**config.mk**
```make
export PLATFORM = sky130hd
export DESIGN_NAME = sa_out_packer
export DESIGN_NICKNAME = d
export VERILOG_FILES = /design/src/rtl/sa_out_packer.sv
export SDC_FILE = /design/constraint.sdc
export NUM_CORES = 1
export LEC_CHECK = 0
export CAP_MARGIN = 10
export CORE_ASPECT_RATIO = 1.5
export CORE_MARGIN = 5
export CORE_UTILIZATION = 45
export CTS_BUF_LIST = sky130_fd_sc_hd__clkbuf_4
export CTS_CLUSTER_DIAMETER = 80
export CTS_CLUSTER_SIZE = 14
export DETAILED_ROUTE_END_ITERATION = 8
export GPL_TIMING_DRIVEN = 1
export PLACE_DENSITY_LB_ADDON = 0.05
export SLEW_MARGIN = 30
export SYNTH_ARGS = -nofsm -noshare
export SYNTH_HDL_FRONTEND = slang
export SYNTH_SLANG_ARGS = --single-unit
```
**constraint.sdc**
```tcl
create_clock -name clk -period 11 [get_ports clk]
set_clock_uncertainty 0.1 [all_clocks]
set_input_delay 2.2 -clock clk [delete_from_list [all_inputs] [get_ports clk]]
set_output_delay 2.2 -clock clk [all_outputs]
set_load 0.005 [all_outputs]
```
**src/rtl/sa_out_packer.sv**
```systemverilog
// sa_out_packer: collects quantized 8-lane int8 result beats from the quant
// stage into a small skid FIFO and streams them to the MM2S DMA as AXI-stream,
// marking the final beat of each output matrix with tlast.
module sa_out_packer #(
  parameter int DATA_W     = 64,
  parameter int FIFO_DEPTH = 4,
  parameter int DIM_W      = 16
) (
  input  logic              clk,
  input  logic              rst,
  input  logic              start,
  input  logic [DIM_W-1:0]  cfg_rows,
  input  logic [DIM_W-1:0]  cfg_cols,
  input  logic              s_valid,
  output logic              s_ready,
  input  logic [DATA_W-1:0] s_data,
  output logic              m_axis_mm2s_tvalid,
  input  logic              m_axis_mm2s_tready,
  output logic [DATA_W-1:0] m_axis_mm2s_tdata,
  output logic              m_axis_mm2s_tlast,
  output logic [DATA_W/8-1:0] m_axis_mm2s_tkeep,
  output logic              busy,
  output logic              done,
  output logic              cfg_err
);

  localparam int AW = $clog2(FIFO_DEPTH);
  localparam int CW = 2 * DIM_W;
  localparam logic [AW:0] DEPTH_C = (AW+1)'(FIFO_DEPTH);

  typedef enum logic [1:0] {IDLE, RUN, DRAIN} state_t;

  state_t state, state_nx;

  logic [DIM_W-1:0] rows_q, cols_q;
  logic [CW-1:0]    total, in_cnt, out_cnt;
  logic             last_in, last_out;

  logic [DATA_W:0]  mem [FIFO_DEPTH];
  logic [AW-1:0]    wr_ptr, rd_ptr;
  logic [AW:0]      count;
  logic             full, empty, push, pop;
  logic [DATA_W:0]  head;

  logic             cfg_ok, start_ok, start_bad;

  // Configuration validity and start classification (only meaningful in IDLE).
  assign cfg_ok    = (cfg_rows != '0) && (cfg_cols != '0) && (cfg_cols[2:0] == 3'b000);
  assign start_ok  = (state == IDLE) && start && cfg_ok;
  assign start_bad = (state == IDLE) && start && !cfg_ok;

  // Beat count derived from the latched dimensions; rows * (cols/8) fits in 2*DIM_W bits.
  assign total = {{DIM_W{1'b0}}, rows_q} * {{DIM_W{1'b0}}, 3'b000, cols_q[DIM_W-1:3]};

  assign last_in  = (in_cnt == total - CW'(1));
  assign last_out = (out_cnt == total - CW'(1));

  assign full  = (count == DEPTH_C);
  assign empty = (count == '0);
  assign head  = mem[rd_ptr];

  // Input acceptance depends only on registered state, so no path from s_valid to s_ready.
  assign s_ready = (state == RUN) && !full && (in_cnt < total);
  assign push    = s_valid && s_ready;
  assign pop     = m_axis_mm2s_tvalid && m_axis_mm2s_tready;

  assign m_axis_mm2s_tvalid = !empty;
  assign m_axis_mm2s_tdata  = head[DATA_W:1];
  assign m_axis_mm2s_tlast  = !empty && head[0];
  assign m_axis_mm2s_tkeep  = '1;

  assign busy = (state != IDLE);

  // State register.
  always_ff @(posedge clk) begin
    if (rst) begin
      state <= IDLE;
    end else begin
      state <= state_nx;
    end
  end

  // Next-state: launch on a valid start, drain once the last input is in,
  // return to IDLE on the handshake of the final output beat.
  always_comb begin
    state_nx = state;
    case (state)
      IDLE:    if (start_ok) state_nx = RUN;
      RUN:     if (push && last_in) state_nx = DRAIN;
      DRAIN:   if (pop && last_out) state_nx = IDLE;
      default: state_nx = IDLE;
    endcase
  end

  // Latched configuration and beat counters.
  always_ff @(posedge clk) begin
    if (rst) begin
      rows_q  <= '0;
      cols_q  <= '0;
      in_cnt  <= '0;
      out_cnt <= '0;
    end else if (start_ok) begin
      rows_q  <= cfg_rows;
      cols_q  <= cfg_cols;
      in_cnt  <= '0;
      out_cnt <= '0;
    end else begin
      if (push) in_cnt  <= in_cnt + CW'(1);
      if (pop)  out_cnt <= out_cnt + CW'(1);
    end
  end

  // Completion and config-error pulses, each one cycle after its cause.
  always_ff @(posedge clk) begin
    if (rst) begin
      done    <= 1'b0;
      cfg_err <= 1'b0;
    end else begin
      done    <= (state == DRAIN) && pop && last_out;
      cfg_err <= start_bad;
    end
  end

  // FIFO pointers and occupancy; no write while full keeps the head stable under backpressure.
  always_ff @(posedge clk) begin
    if (rst) begin
      wr_ptr <= '0;
      rd_ptr <= '0;
      count  <= '0;
    end else begin
      if (push) wr_ptr <= wr_ptr + AW'(1);
      if (pop)  rd_ptr <= rd_ptr + AW'(1);
      case ({push, pop})
        2'b10:   count <= count + (AW+1)'(1);
        2'b01:   count <= count - (AW+1)'(1);
        default: count <= count;
      endcase
    end
  end

  // FIFO storage: {data, last} per entry.
  always_ff @(posedge clk) begin
    if (push) begin
      mem[wr_ptr] <= {s_data, last_in};
    end
  end

endmodule
```
==> results of run 1 <==
==> sequential cells by signal, summed over array words and instances, names as in the netlist, named ones only <==
| name | count |
|---|---|
| count | 3 |
| cols_q | 13 |
| wr_ptr | 2 |
| in_cnt | 32 |
| out_cnt | 32 |
| rd_ptr | 2 |
| rows_q | 16 |
| done | 1 |
| cfg_err | 1 |
| state | 2 |
| mem | 260 |
==> power groups by stage <==
stage	clock network (µW)	registers (µW)	logic (µW)
floorplan	0	1510	90.4
global placement	0	1520	162
detailed placement	0	1520	165
CTS	691	1490	166
global route	746	1490	181
finish	651	1480	167
==> cells in the final DEF, fill, tap and decap left out, types with 6 or more instances in the layout <==
cell type,instances
or3_1,40
buf_4,30
clkdlybuf4s50_1,169
mux4_2,65
nor4_1,10
o21a_1,9
fa_1,155
nor2_1,114
nand3_1,42
o21ai_0,48
xnor2_1,71
inv_1,253
dfxtp_1,77
and3_1,27
ha_1,99
mux2i_1,34
dfxtp_4,23
nand2_1,176
edfxtp_1,260
nand4_1,31
a21oi_1,66
o211ai_1,10
xor2_1,31
nor3_1,23
a21o_1,15
clkbuf_4,53
xnor3_1,7
a211oi_1,6
dfxtp_2,6
conb_1,8
o2111ai_1,7
and2_1,111
a31oi_1,6
==> worst min-delay path, cell delays in order (launching register included) <==
cell and delay (ns):
dfxtp_1 0.34, inv_1 0.07, nor2_1 0.04
==> kinds of logic (layout without fill, tap and decap cells) <==
group / after synthesis / in the layout / share of synthesized area (%)
xor+xnor: 114 / 114 / 4.680
simple gates: 634 / 634 / 13.79
fa+ha+maj: 265 / 265 / 19.14
other cells: 1 / 13 / 0.01603
flops: 366 / 366 / 42.44
compound gates: 232 / 232 / 6.412
buf+inv: 352 / 516 / 5.808
mux: 99 / 99 / 7.712
==> final timing paths <==
check	startpoint	endpoint	slack, ns	cells after the start
setup / recovery	cols_q[6]$_SDFFE_PP0P_	s_ready	0.42	26
hold / removal	in_cnt[30]$_SDFFE_PP0P_	in_cnt[30]$_SDFFE_PP0P_	0.37	2
setup reg to reg	cols_q[6]$_SDFFE_PP0P_	in_cnt[24]$_SDFFE_PP0P_	2.13	28
hold reg to reg	in_cnt[30]$_SDFFE_PP0P_	in_cnt[30]$_SDFFE_PP0P_	0.37	2
==> per-stage QoR <==
step | util (%) | worst slack (ns) | total power [µW] | cells | TNS, ns
2_1_floorplan | - | 1.567 | 1601 | 2070 | 0
4_1_cts | 51.06 | 0.004267 | 2345 | 2896 | 0
6_report | 51.74 | 0.4189 | 2302 | 2915 | 0
5_1_grt | 51.73 | -0.01094 | 2412 | 2912 | -0.01094
3_5_place_dp | 50.03 | 0.4636 | 1683 | 2840 | 0
3_3_place_gp | 50.00 | 0.6413 | 1680 | 2840 | 0
==> area by class of cell <==
class / instances / area share (%)
multi-input combinational: 1352 / 46.48
sequential: 366 / 37.57
timing repair buffer: 205 / 7.532
inverter: 255 / 3.592
tap: 676 / 3.170
clock buffer: 52 / 1.463
clock inverter: 4 / 0.1501
antenna: 5 / 0.04690
==> timing repair <==
item / in CTS / in global routing
cloned: 0 / 0
pin swaps: 0 / 14
setup buffers: 0 / 14
endpoints found under the setup margin: 1 / 1
gates resized for setup: 40 / 65
==> synthesized netlist by cell type, drive strengths merged (6+ instances only) <==
master,instances,area (µm²)
nor4,14,100.1
nand2b,6,37.54
a21o,15,112.6
and3,27,168.9
nand3,42,210.2
fa,155,3103
ha,109,1364
dfxtp,106,2122
or2,6,37.54
edfxtp,260,7807
xor2,36,315.3
xnor3,7,157.7
nor3,29,155.2
nand2,177,664.4
clkbuf,77,289.0
buf,20,112.6
o21ai,54,270.3
inv,253,949.7
a21oi,72,360.4
and2,116,725.7
or3,40,250.2
o211ai,10,75.07
a211oi,10,87.58
xnor2,71,621.9
mux2i,34,340.3
o2111ai,7,61.31
nor2,116,435.4
nand4,32,206.5
mux4,65,1464
o21a,9,67.56
or4,7,60.06
a31oi,6,37.54
==> per-layer routing <==
| layer | GRT usage, % | vias up | routed length [µm] |
|---|---|---|---|
| met2 | 40.19 | 334 | 33240 |
| met3 | 2.292 | 101 | 2098 |
| li1 | - | 7427 | - |
| met5 | 0 | - | 13 |
| met4 | 6.829 | 2 | 2208 |
| met1 | 23.04 | 8024 | 21910 |
==> metrics.cfg, run 1 <==
[placement]
place_congestion = 0.8990
hpwl_um = 45750
port-buffer-count = 170
dpl_cell_area_mm2 = 0.02580

[cells_and_area]
nFillCells = 4701
area_growth_pct = 14.04
drive_above_1_share_pct = 11.19
multi_input_area_mm2 = 0.01240
regArea_mm2 = 0.01002
final_cell_area_mm2 = 0.02668
finalNetCount = 2576

[global_routing]
grt_overflow = 0
antenna_found_initial = 3
grt_pass1_wl_um = 91740
grtUsageTotal_pct = 20.55
grt_max_degree = 65
grt_pass1_vias = 16460

[logic_synthesis]
syn_inst = 2063
ys_warn_count = 0
synth_edf_count = 260
ys.flop_type = edfxtp_1
syn_area_mm2 = 0.02339
syn_avg_cell_area_um2 = 11.34
ys_seq_elements = 366
yosysUniqueCellTypes = 78
async_flop_share_pct = 0
ys_seq_area_share_pct = 42.44

[floorplan]
coreArea_mm2 = 0.05156
start_util_pct = 45.37
rows = 102
die_x_um = 196.2
die_y_um = 289.3
ios = 179
die-area_mm2 = 0.05674

[worst_setup_path]
cp_max_fo = 10
cpLargestDelayFamily = adder cells
cp_slowest_cell = fa_1
max_stage_delay_ns = 0.55
critPathRequiredTime_ns = 8.70
path_common_cell = fa_1
end_kind = output port
cp.buffers_inverters = 5
path_class = flip-flop to output port
arrival_ns = 8.28
startpoint_type = flip-flop

[sta]
setup_viol = 0
tightest_slew_ns = 0.8648
maxSlewViolCount = 0
fmax_mhz = 94.51
period_needed_ns = 10.58
slew_headroom_pct = 40.86
hold_viol = 0
hold_ws_ns = 0.3686
finalCritPeriodShare_pct = 96.19

[route]
ant_nets = 0
drt_wl_total_um = 59470
drt_iter0_drc = 824
drtPass1Iterations = 5
vias_per_cell = 5.450
vias = 15890
post-route-drc-count = 0
routedWlPerCell_um = 20.40

[flow_run]
max-cap-violations = 0

[clock_network]
clkLatencyLatePin_ns = 0.82
cts-root-buf = clkbuf_4
numCtsBuffers = 31
clockBufferDepth = 3
tritoncts = built
postCtsHoldBufs = 0
cts.sinks = 366
cts_max_level = 1
path_clk_slew_ns = 0.15

[power]
switching_share_pct = 23.10
p_seq_share_pct = 64.4
internal_power_uw = 1770
p_leak_uw = 0.01035
vdd_drop_max_v = 0.00007362
switchingPower_uw = 531.8
clkPwrFrac_pct = 28.3
comb_power_share_pct = 7.3
p_per_area_mw_per_mm2 = 86.28

[outcome]
outcome = complete, no violations

[min_path]
hp-class = flip-flop to flip-flop

(Power assumes the default switching activity.)
==> run 2, diff against run 1 <==
--- a/config.mk
+++ b/config.mk
@@ -5,6 +5,7 @@
 export SDC_FILE = /design/constraint.sdc
 export NUM_CORES = 1
 export LEC_CHECK = 0
+export ABC_CLOCK_PERIOD_IN_PS = 11000
 export CAP_MARGIN = 10
 export CORE_ASPECT_RATIO = 1.5
 export CORE_MARGIN = 5
@@ -13,7 +14,7 @@
 export CTS_CLUSTER_DIAMETER = 80
 export CTS_CLUSTER_SIZE = 14
 export DETAILED_ROUTE_END_ITERATION = 8
-export GPL_TIMING_DRIVEN = 1
+export GPL_TIMING_DRIVEN = 0
 export PLACE_DENSITY_LB_ADDON = 0.05
 export SLEW_MARGIN = 30
 export SYNTH_ARGS = -nofsm -noshare
==> metrics.cfg, run 2 (synthesized netlist as in run 1, its figures left out) <==
[outcome]
outcome = complete, no violations

[floorplan]
rows = 102  ; unchanged
die-area_mm2 = 0.05674  ; unchanged
coreArea_mm2 = 0.05156  ; unchanged
die_x_um = 196.2  ; unchanged
start_util_pct = 45.37  ; unchanged
die_y_um = 289.3  ; unchanged
ios = 179  ; unchanged

[power]
p_per_area_mw_per_mm2 = 84.34  ; -2.2%
p_leak_uw = 0.01072  ; +3.6%
vdd_drop_max_v = 0.00008124  ; +10%

[cells_and_area]
finalNetCount = 2666  ; +3.5%
stdcell_count = 3001  ; +3.0%
area_growth_pct = 17.56
top_regs = mem x260, in_cnt x32, out_cnt x32
multi_input_area_mm2 = 0.01268  ; +2.3%
regMostFlops = mem
drive_above_1_share_pct = 13.73  ; +2.5 points
final_common_cell = edfxtp_1
final_cell_area_mm2 = 0.02750  ; +3.1%
largest_reg_flops = 260  ; unchanged
regArea_mm2 = 0.009995  ; -0.29%
final_cell_mix = 260 x edfxtp_1, 249 x inv_1, 175 x nand2_1
nFillCells = 4657  ; -0.94%

[worst_setup_path]
startpoint_type = flip-flop
end_kind = output port
arrival_ns = 8.33  ; +0.05 ns
rrSetupSlack_ns = 2.20  ; +0.07 ns
r2r_start = cols_q[4]$_SDFFE_PP0P_
cp_max_fo = 10  ; unchanged
max_stage_delay_ns = 0.57  ; +0.02 ns
cp_slowest_cell = fa_1
path_class = flip-flop to output port
critPathRequiredTime_ns = 8.70  ; about the same
reg2reg_depth = 31  ; +11%
r2r-end = mem[0][55]$_DFFE_PP_

[route]
vias = 16270  ; +2.4%
routedWlPerCell_um = 20.10  ; -1.5%
post-route-drc-count = 0  ; unchanged
drt_wl_total_um = 60310  ; +1.4%
drtPass1Iterations = 5  ; unchanged
ant_nets = 0  ; unchanged
drt_iter0_drc = 833  ; +1.1%
vias_per_cell = 5.422  ; -0.52%

[sta]
tightest_slew_ns = 0.9533  ; +0.08856 ns
period_needed_ns = 10.63  ; +0.05104 ns
hold_viol = 0  ; unchanged
fin_tns_setup_ns = 0  ; unchanged
fmax_mhz = 94.05  ; -0.48%
maxSlewViolCount = 0  ; unchanged
slew_headroom_pct = 36.45  ; -4.4 points
hold_ws_ns = 0.3756  ; +0.006984 ns
setup_viol = 0  ; unchanged
finalCritPeriodShare_pct = 96.66  ; +0.46 points

[global_routing]
grtUsageTotal_pct = 21.19  ; +0.64 points
grt_max_degree = 39  ; -40%
grt_pass1_vias = 16980  ; +3.2%
grt_pass1_wl_um = 94790  ; +3.3%
antenna_found_initial = 2  ; -1
grt_overflow = 0  ; unchanged

[min_path]
hold_end = in_cnt[30]$_SDFFE_PP0P_
hp-class = flip-flop to flip-flop
hold_depth = 2  ; unchanged
hold_start = in_cnt[30]$_SDFFE_PP0P_

[clock_network]
postCtsHoldBufs = 0  ; unchanged
cts_max_level = 1  ; unchanged
clockBufferDepth = 3  ; unchanged
tritoncts = built
clkLatencyLatePin_ns = 0.88  ; +0.06 ns
numCtsBuffers = 31  ; unchanged
path_clk_slew_ns = 0.16  ; about the same
cts.sinks = 366  ; unchanged
cts-root-buf = clkbuf_4

[placement]
place_congestion = 0.9016  ; +0.29%
dpl.cell_count = 2919  ; +2.8%
port-buffer-count = 169  ; -0.59%
hpwl_um = 45610  ; -0.30%
dpl_cell_area_mm2 = 0.02609  ; +1.1%

[flow_run]
max-cap-violations = 0  ; unchanged

==> run 2: timing repair <==
item,CTS,global route
gates resized for setup,142,78
setup buffers,13,25
pin swaps,9,28
setup endpoints to repair,1,1
==> run 2: routing by layer <==
layer | track usage (%) | vias up | share of wire (%)
li1 | - | 7612 | -
met1 | 25.62 | 8226 | 39
met2 | 39.66 | 329 | 54
met3 | 2.082 | 100 | 3.7
met4 | 6.846 | 4 | 3.3
met5 | 0 | - | 0.051
==> run 2: cell type report <==
type | count | area share [%]
timing repair buffer | 211 | 7.588
tap | 676 | 3.075
sequential | 366 | 36.34
antenna | 2 | 0.01820
clock buffer | 51 | 1.392
clock inverter | 4 | 0.1547
multi-input combinational | 1352 | 46.11
inverter | 255 | 3.498
buffer | 84 | 1.829
==> run 2: power breakdown <==
group | leakage, µW | switching [µW] | total [µW] | internal (µW)
clock | 0.000248 | 441 | 655 | 213
combinational | 0.00726 | 94.9 | 185 | 90.0
sequential | 0.00322 | 6.59 | 1480 | 1470
==> run 2: metrics by stage <==
stage	setup WS (ns)	util [%]	total power, µW
floorplan	1.567	-	1601
global placement	-1.240	50.35	1685
detailed placement	-0.2757	50.60	1688
CTS	0.003009	52.41	2352
global route	-0.02827	53.34	2425
finish	0.3679	53.34	2320
==> run 2: worst max path at each step <==
stage	end	slack, ns	depth (start not counted)	startpoint
floorplan	mem[0][0]$_DFFE_PP_	1.57	31	cols_q[9]$_SDFFE_PP0P_
global placement	mem[0][43]$_DFFE_PP_	-1.24	31	cols_q[9]$_SDFFE_PP0P_
detailed placement	s_ready	-0.28	30	cols_q[9]$_SDFFE_PP0P_
CTS	s_ready	0.003	29	cols_q[4]$_SDFFE_PP0P_
global route	s_ready	-0.03	30	cols_q[8]$_SDFFE_PP0P_
finish	s_ready	0.37	29	cols_q[4]$_SDFFE_PP0P_
==> run 2: worst max-delay path, delay by kind of cell (launching register included) <==
| kind | cells | cell delay (ns) |
|---|---|---|
| buffers and inverters | 8 | 1.20 |
| and+or+nand+nor | 5 | 0.56 |
| AOI/OAI and AO/OA | 7 | 1.52 |
| DFF | 1 | 0.42 |
| xor gates and xnor gates | 1 | 0.29 |
| adders and majority gates | 8 | 3.46 |
